--- config.mk ---
export PLATFORM = sky130hd
export DESIGN_NAME = icache_resp_assembler
export DESIGN_NICKNAME = d
export VERILOG_FILES = /design/src/rtl/cache_pkg.sv /design/src/rtl/icache_resp_assembler.sv
export SDC_FILE = /design/constraint.sdc
export NUM_CORES = 1
export LEC_CHECK = 0
export CAP_MARGIN = 10
export CORE_AREA = 2 2 531 533
export CTS_CLUSTER_DIAMETER = 30
export DETAILED_ROUTE_END_ITERATION = 10
export DIE_AREA = 0 0 533 535
export GPL_TIMING_DRIVEN = 0
export PLACE_DENSITY = 0.37
export SLEW_MARGIN = 10
export SYNTH_ARGS = -nofsm -noshare
export SYNTH_HDL_FRONTEND = slang
export SYNTH_SLANG_ARGS = --single-unit
--- constraint.sdc ---
create_clock -name clk -period 2.65 [get_ports clk]
set_input_delay 0.265 -clock clk [delete_from_list [all_inputs] [get_ports clk]]
set_output_delay 0.265 -clock clk [all_outputs]
set_load 0.1 [all_outputs]
--- src/rtl/cache_pkg.sv ---
// Shared I$ types: line, address and fta transaction-id layout used by the
// miss request generator and the response assembler.
package cache_pkg;

  typedef logic [31:0] address_t;

  localparam int unsigned ICACHE_BEATS = 2;

  typedef logic [511:0] icache_line_t;

  // tranid = {tid[1:0], beat[1:0]}
  typedef struct packed {
    logic [1:0] tid;
    logic [1:0] beat;
  } fta_tranid_t;

endpackage

--- src/rtl/icache_resp_assembler.sv ---
// Assembles two 256-bit fta read beats into one 512-bit I$ line write and
// pulses ack to release the miss request generator.
module icache_resp_assembler
  import cache_pkg::*;
#(
  parameter logic [5:0] CORENO  = 6'd1,
  parameter logic [5:0] CID     = 6'd0,
  parameter logic [7:0] TIMEOUT = 8'd255
) (
  input  logic               clk,
  input  logic               rst,
  input  logic               resp_v,
  output logic               resp_rdy,
  input  logic [5:0]         resp_core,
  input  logic [5:0]         resp_channel,
  input  logic [3:0]         resp_tranid,
  input  logic [255:0]       resp_dat,
  input  logic               resp_err,
  input  address_t           vtags [16],
  output logic               line_v,
  input  logic               line_rdy,
  output address_t           line_vadr,
  output icache_line_t       line_dat,
  output logic               line_err,
  output logic               ack,
  output logic [7:0]         drop_cnt
);

  typedef enum logic [1:0] {StIdle, StCollect, StWrite, StAck} state_e;

  state_e                  r_state, w_state_nxt;
  logic [1:0]              r_cur_tid, w_cur_tid_nxt;
  logic [ICACHE_BEATS-1:0] r_bv, w_bv_nxt;
  logic                    r_err, w_err_nxt;
  logic [7:0]              r_tmo, w_tmo_nxt;
  logic [7:0]              r_drop, w_drop_nxt;
  icache_line_t            r_dat, w_dat_nxt;
  address_t                r_vadr, w_vadr_nxt;

  fta_tranid_t w_tranid;
  logic        w_fire;
  logic        w_own_ch;
  logic        w_beat_ok;
  logic        w_idx;
  logic [7:0]  w_drop_inc;

  assign w_tranid   = fta_tranid_t'(resp_tranid);
  assign w_fire     = resp_v & resp_rdy;
  assign w_own_ch   = (resp_core == CORENO) && (resp_channel == CID);
  assign w_beat_ok  = ~w_tranid.beat[1];
  assign w_idx      = w_tranid.beat[0];
  assign w_drop_inc = (r_drop == 8'hFF) ? r_drop : r_drop + 8'd1;

  always_comb begin
    w_state_nxt   = r_state;
    w_cur_tid_nxt = r_cur_tid;
    w_bv_nxt      = r_bv;
    w_err_nxt     = r_err;
    w_tmo_nxt     = r_tmo;
    w_drop_nxt    = r_drop;
    w_dat_nxt     = r_dat;
    w_vadr_nxt    = r_vadr;

    unique case (r_state)
      StIdle: begin
        w_tmo_nxt = 8'd0;
        if (w_fire && w_own_ch) begin
          if (w_beat_ok) begin
            w_cur_tid_nxt   = w_tranid.tid;
            w_bv_nxt[w_idx] = 1'b1;
            w_err_nxt       = r_err | resp_err;
            if (w_idx) w_dat_nxt[511:256] = resp_dat;
            else       w_dat_nxt[255:0]   = resp_dat;
            w_state_nxt     = StCollect;
          end else begin
            w_drop_nxt = w_drop_inc;
          end
        end
      end

      StCollect: begin
        w_tmo_nxt = r_tmo + 8'd1;
        if (w_fire && w_own_ch) begin
          if (w_beat_ok && (w_tranid.tid == r_cur_tid) && !r_bv[w_idx]) begin
            w_bv_nxt[w_idx] = 1'b1;
            w_err_nxt       = r_err | resp_err;
            if (w_idx) w_dat_nxt[511:256] = resp_dat;
            else       w_dat_nxt[255:0]   = resp_dat;
          end else begin
            w_drop_nxt = w_drop_inc;
          end
        end
        // A completing beat on the timeout edge still wins.
        if (&w_bv_nxt) begin
          w_vadr_nxt  = vtags[{r_cur_tid, 2'b00}];
          w_state_nxt = StWrite;
        end else if (r_tmo == TIMEOUT - 8'd1) begin
          w_bv_nxt    = '0;
          w_state_nxt = StAck;
        end
      end

      StWrite: begin
        if (line_rdy) w_state_nxt = StAck;
      end

      StAck: begin
        w_bv_nxt    = '0;
        w_err_nxt   = 1'b0;
        w_state_nxt = StIdle;
      end

      default: w_state_nxt = StIdle;
    endcase
  end

  always_ff @(posedge clk or negedge rst) begin
    if (!rst) begin
      r_state   <= StIdle;
      r_cur_tid <= 2'd0;
      r_bv      <= '0;
      r_err     <= 1'b0;
      r_tmo     <= 8'd0;
      r_drop    <= 8'd0;
      r_dat     <= '0;
      r_vadr    <= '0;
    end else begin
      r_state   <= w_state_nxt;
      r_cur_tid <= w_cur_tid_nxt;
      r_bv      <= w_bv_nxt;
      r_err     <= w_err_nxt;
      r_tmo     <= w_tmo_nxt;
      r_drop    <= w_drop_nxt;
      r_dat     <= w_dat_nxt;
      r_vadr    <= w_vadr_nxt;
    end
  end

  assign resp_rdy  = (r_state == StIdle) || (r_state == StCollect);
  assign ack       = (r_state == StAck);
  assign line_v    = (r_state == StWrite);
  assign line_vadr = r_vadr;
  assign line_dat  = r_dat;
  assign line_err  = r_err & line_v;
  assign drop_cnt  = r_drop;

endmodule

**Word-level counts from Yosys, hierarchy flattened**

Cells that the tools add are included.

- Div/mod/pow operators: 0
- Reduce and logical (&&, ||, !) cells: 19
- Add/subtract/negate cells: 2
- Shift operators: 0
- Magnitude comparators: 3
- Equality and inequality tests: 15
- Bitwise logic cells: 6
- $mul: 0
- Mux-type cells: 40

Operators by type and width:

| kind | number |
|---|---|
| 2-to-1 mux 512 bit | 4 |
| case mux 512 bit (2 select lines) | 1 |
| 2-to-1 mux 256 bit | 2 |
| binary-select mux 32 bit (select 4 bit) | 1 |
| 2-to-1 mux 32 bit | 2 |
| 2-to-1 mux 8 bit | 5 |
| case mux 8 bit (2 select lines) | 2 |
| 2-to-1 mux 2 bit | 12 |
| adder 8 x 1 -> 8 bit, second input constant | 2 |
| equality test 8 bit, second input constant | 2 |
| AND reduction 5 bit | 3 |
| != test 2 bit, second input constant | 6 |
| AND reduction 3 bit | 3 |
| case mux 2 bit (4 select lines) | 1 |
| 2-to-1 mux 1 bit | 7 |
| equality test 6 x 1 -> 1 bit, second input constant | 1 |
| logical NOT 6 bit | 1 |
| case mux 2 bit (3 select lines) | 1 |
| >= comparator 5 bit, second input constant | 1 |
| logical AND 1 bit | 5 |
| NOT 4 -> 5 bit | 1 |
| equality test 2 bit, second input constant | 2 |
| AND reduction 4 bit | 1 |
| != test 3 bit, second input constant | 1 |
| other kinds (17) | 18 |

- Register bits after elaboration: 567
- Output and inout port bits: 556
- Memories kept: 0
- Bits in latches: 0
- Memory bits (read-only): 0
- Bits of input ports: 789
- Bits in writable memories: 0

**Logic depth before layout (Yosys ltp)**

- Depth after elaboration: 11
- Gate-level depth with buffers: 11

**Worst setup path after synthesis**

No wires, ideal clock.

- Path type: register to register
- Start: register r_state[1]
- End: register r_dat[471] (netlist: line_dat[471])
- Period minus slack after synthesis: 2.850 ns
- Stages on the path, launching flop included: 12
- Data required time: 2.522 ns
- Buffers on the path: 3
- Path slack: -0.200 ns
- Arrival time: 2.722 ns
- Cells stage by stage: dfrtp_1 > inv_1 > ha_1 > buf_4 > nor2_1 > inv_2 > nand3_1 > or2_1 > a2111oi_4 > buf_4 > buf_8 > mux2_1

- Cells in the longest elaborated chain, start to end: 6
- Elaborated cells on any way between the ends: 12

RTL lines:

| element | RTL line | RTL |
|---|---|---|
| from (decl) | icache_resp_assembler.sv:31 | `state_e r_state, w_state_nxt;` |
| from (signal assigned) | icache_resp_assembler.sv:119 | `r_state <= StIdle;` |
| from (signal assigned) | icache_resp_assembler.sv:128 | `r_state <= w_state_nxt;` |
| equality test 2 x 1 -> 1 bit or logical NOT 2 bit (tied branches) | icache_resp_assembler.sv:139 | `assign resp_rdy = (r_state == StIdle) \|\| (r_state == StCollect);` |
| logical OR 1 bit (*) | icache_resp_assembler.sv:139 |  |
| via resp_rdy | icache_resp_assembler.sv:13 | `output logic resp_rdy,` |
| AND 1 bit (*) | icache_resp_assembler.sv:48 | `assign w_fire = resp_v & resp_rdy;` |
| logical AND 1 bit (*) | icache_resp_assembler.sv:67, icache_resp_assembler.sv:83 |  |
| != test 2 bit (no line) | n/a |  |
| AND reduction 5 bit (no line) (*) | n/a |  |
| to (signal assigned) | icache_resp_assembler.sv:134 | `r_dat <= w_dat_nxt;` |
| to (decl) | icache_resp_assembler.sv:37 | `icache_line_t r_dat, w_dat_nxt;` |

The timed path passes the listed nets; every way through them passes the cells marked *.
A chain may end at the register's enable or synchronous reset.

**Worst setup path in the final report**

- Start: register r_cur_tid[1]
- End: register r_dat[359] (netlist: line_dat[359])

- Cells in the longest elaborated chain, start to end: 5

RTL lines:

| element | RTL line | RTL |
|---|---|---|
| from (decl) | icache_resp_assembler.sv:32 | `logic [1:0] r_cur_tid, w_cur_tid_nxt;` |
| from (signal assigned) | icache_resp_assembler.sv:129 | `r_cur_tid <= w_cur_tid_nxt;` |
| equality test 2 bit | icache_resp_assembler.sv:84 | `if (w_beat_ok && (w_tranid.tid == r_cur_tid) && !r_bv[w_idx]) begin` |
| logical AND 1 bit (2 in a row) | icache_resp_assembler.sv:84 |  |
| != test 2 bit (no line) | n/a |  |
| AND reduction 5 bit (no line) | n/a |  |

Every way passes these cells.

==> flow_metrics.env <==
export IMPL_portBuffers=960
export IMPL_finalSetupViolCount=105
export IMPL_cts_sinks=567
export IMPL_p_sw_w=0.00748
export IMPL_yosys_area_top_type_share_pct=62.5
export IMPL_ff2ff_path_depth=10
export IMPL_relSlewSlack_pct=13.6
export IMPL_cts_root_buf="clkbuf_16"
export IMPL_viasPerCell=2.72
export IMPL_finalPower_w=0.0337
export IMPL_fin_area_sq_mm=0.0483
export IMPL_dr_first_iter_drc_count=488
export IMPL_pwr_share_seq_pct=26.1
export IMPL_cts_clk_slew_worst_paths_ns=0.04
export IMPL_drc=0
export IMPL_synthDistinctLibCells=55
export IMPL_synth_area_sq_mm=0.0227
export IMPL_ys_ff_latch=567
export IMPL_synth_edff_count=0
export IMPL_area_growth_pct=113
export IMPL_report_final_slew_viol_count=0
export IMPL_crit_required_ns=3.32
export IMPL_p_leak_nw=27.2
export IMPL_clockPowerShare_pct=68.9
export IMPL_placed_area_sq_mm=0.0372
export IMPL_synth_most_common_cell="dfrtp_1"
export IMPL_gp_congestion=0.776
export IMPL_finalClockSkew_ns=0.0577
export IMPL_hold_class="in -> async"
export IMPL_ys_flop_type="dfrtp_1"
export IMPL_synth_commonest_cells="dfrtp_1 (567), mux2_1 (480), mux2_2 (39), mux4_2 (32), mux2_4 (29)"
export IMPL_vias=17700
export IMPL_fin_setup_tns_ns=-2.28
export IMPL_netlist_top_cells_area="dfrtp_1 (63%), mux2_1 (24%), mux4_2 (3.2%)"
export IMPL_yosysTopAreaCell="dfrtp_1"
export IMPL_htreeDepth=4
export IMPL_worst_slew_pin_slew_ns=1.29
export IMPL_cp_slowest_cell="a2111oi_4"
export IMPL_tritoncts="done"
export IMPL_crit_top_cell="buf_12"
export IMPL_synth_warnings=0
export IMPL_wl_per_cell_um=21.1
export IMPL_track_usage_pct=9.03
export IMPL_utilization_pct=17.3
export IMPL_crit_type="reg -> reg"
export IMPL_antenna_found_initial=83
export IMPL_switching_share_pct=22.2
export IMPL_violations="setup timing"
export IMPL_cp_cell_sequence="buf_6 > xnor2_4 > nand4b_1 > buf_4 > a2111oi_4 > buf_12 > buf_12 > buf_16 > clkbuf_16 > mux2_4"
export IMPL_r2r_start="r_cur_tid[1]"
export IMPL_clk_insertion_delay_late_ns=0.80
export IMPL_async_flop_share_pct=100
export IMPL_syn_inst=1340
export IMPL_cp_slowest_stage_delay_ns=0.39
export IMPL_cts_buffers=198
export IMPL_syn_avg_cell_area_sq_um=16.9
export IMPL_core_sq_mm=0.279
export IMPL_max_clock_freq_mhz=369
export IMPL_timing_final_ws_setup_ns=-0.0576
export IMPL_die_width_um=533
export IMPL_crit_family="buffers and inverters"
export IMPL_rsz0062_at_grt="yes"
export IMPL_r2r_end="line_dat[359]"
export IMPL_rows=194
export IMPL_fin_nets=3424
export IMPL_p_int_w=0.0263
export IMPL_grt_ovfl_total=0
export IMPL_die_area_sq_mm=0.285
export IMPL_powerDensity_mw_per_mm2=699
export IMPL_critical_path_depth=10
export IMPL_cp_start_kind="flip-flop"
export IMPL_drv_cap=0
export IMPL_final_hold_violation_count=0
export IMPL_crit_buf_inv=6
export IMPL_dpl_hpwl_um=105000
export IMPL_first_pass_iters=4
export IMPL_grt_pass1_vias=19300
export IMPL_fp_dieH_um=535
export IMPL_finalWirelength_um=138000
export IMPL_cp_max_fo=8
export IMPL_synth_nets=2136
export IMPL_outcome="complete, but fails checks"
export IMPL_grt_pass1_wl_um=176000
export IMPL_cp_data_arrival_time_ns=3.38
export IMPL_ys_seq_area_share_pct=62.5
export IMPL_drtAntennaViolNets=0
export IMPL_ir_drop_uv=417
export IMPL_reg2reg_slack_ns=-0.06
export IMPL_io_pins=1345
export IMPL_grt_max_degree=94
export IMPL_fin_crit_ns=2.71
export IMPL_finalCritPeriodShare_pct=102
export IMPL_clk_path_buf_depth=4
export IMPL_drive_gt1_share_pct=30.0
export IMPL_pwr_share_comb_pct=5.0
export IMPL_worstSetupEndpointType="flip-flop"
export IMPL_initial_utilization_pct=8.14
[repair_timing]
item,in CTS,in global routing
hold endpoints to repair,229,0
setup endpoints to repair,971,925
resized for setup,208,642
gates cloned,13,20
setup buffers,26,34
hold buffers,45,0
pin swaps,6,9
[per-layer routing]
layer,share of wire [%],vias to the layer above,global-route usage [%]
met4,3.5,54,2.93
met1,38,8819,9.99
li1,-,7601,-
met5,0.26,-,0
met2,48,961,15.3
met3,10,290,4.09
[power groups by stage]
stage          clock network (W)  registers, W  logic (W)
2_1_floorplan                  0       0.00894   0.000357
3_3_place_gp                   0       0.00895    0.00144
3_5_place_dp                   0       0.00892    0.00149
4_1_cts                   0.0239       0.00880    0.00165
5_1_grt                   0.0245       0.00881    0.00183
6_report                  0.0233       0.00881    0.00168
[placed cells by master (no fill, tap or decap), types with 7 or more instances in the layout]
master	synthesis	layout
clkdlybuf4s50_1	0	577
dfrtp_1	567	566
dlymetal6s2s_1	0	373
mux2_4	29	293
mux2_1	480	239
clkbuf_16	0	221
buf_12	0	47
dlygate4sd3_1	0	44
clkbuf_1	6	43
clkbuf_8	0	40
clkinv_2	0	35
mux4_2	32	32
buf_6	25	31
diode_2	0	23
buf_16	0	22
buf_4	26	19
bufinv_16	0	19
mux2_2	39	16
nand2_1	15	14
buf_8	4	10
nand4_1	7	7
[flip-flops by register name, summed over array words and instances, names as in the netlist]
register   count
r_bv           2
r_err          1
line_dat     512
line_vadr     32
r_tmo          8
drop_cnt       8
r_cur_tid      2
r_state        2
[area by class of cell]
| class | count | area (sq um) |
|---|---|---|
| Antenna cell | 23 | 57.6 |
| Multi-Input combinational cell | 695 | 8960 |
| Fill cell | 30400 | 231000 |
| Timing Repair Buffer | 1095 | 12700 |
| Tap cell | 3724 | 4660 |
| Sequential cell | 567 | 14200 |
| Inverter | 8 | 40.0 |
| Clock inverter | 67 | 996 |
| Buffer | 63 | 978 |
| Clock buffer | 279 | 5720 |
[cells by family (layout without fill, tap and decap cells)]
group | Yosys count | after routing | synth area share (%)
muxes | 581 | 581 | 30.9
DFF | 567 | 567 | 62.5
buffers and inverters | 78 | 1512 | 2.78
and+or+nand+nor | 64 | 64 | 1.72
AOI/OAI and AO/OA | 34 | 34 | 1.28
xor gates and xnor gates | 9 | 9 | 0.413
adders and majority gates | 7 | 7 | 0.386
other | 0 | 23 | 0
[metrics by stage]
stage                     worst slack, ns  hold WS (ns)  cells
after floorplan                    0.0604       -0.0306   1340
after global placement             -27.96         0.467   6024
after detailed placement            -2.43         0.209   6032
after CTS                          -0.293       0.00124   6461
after global routing               -0.177        0.0432   6499
final                             -0.0576        0.0911   6521
[worst register-to-register path: cells and delay by family (launching register included)]
family,cells,cell delay [ns]
simple gates,1,0.24
buf+inv,6,1.15
compound gates,1,0.39
mux,1,0.30
xor+xnor,1,0.15
flops,1,0.36
[how the worst max path moves through the flow]
stage / from / end / slack [ns]
2_1_floorplan: r_state[1] / line_dat[271] / 0.06
3_3_place_gp: rst / line_vadr[25] / -27.96
3_5_place_dp: resp_channel[1] / line_dat[87] / -2.43
4_1_cts: r_state[1] / line_dat[388] / -0.29
5_1_grt: r_cur_tid[1] / line_dat[359] / -0.18
6_report: r_cur_tid[1] / line_dat[359] / -0.06
No activity file was read; power rests on OpenSTA's default activity.
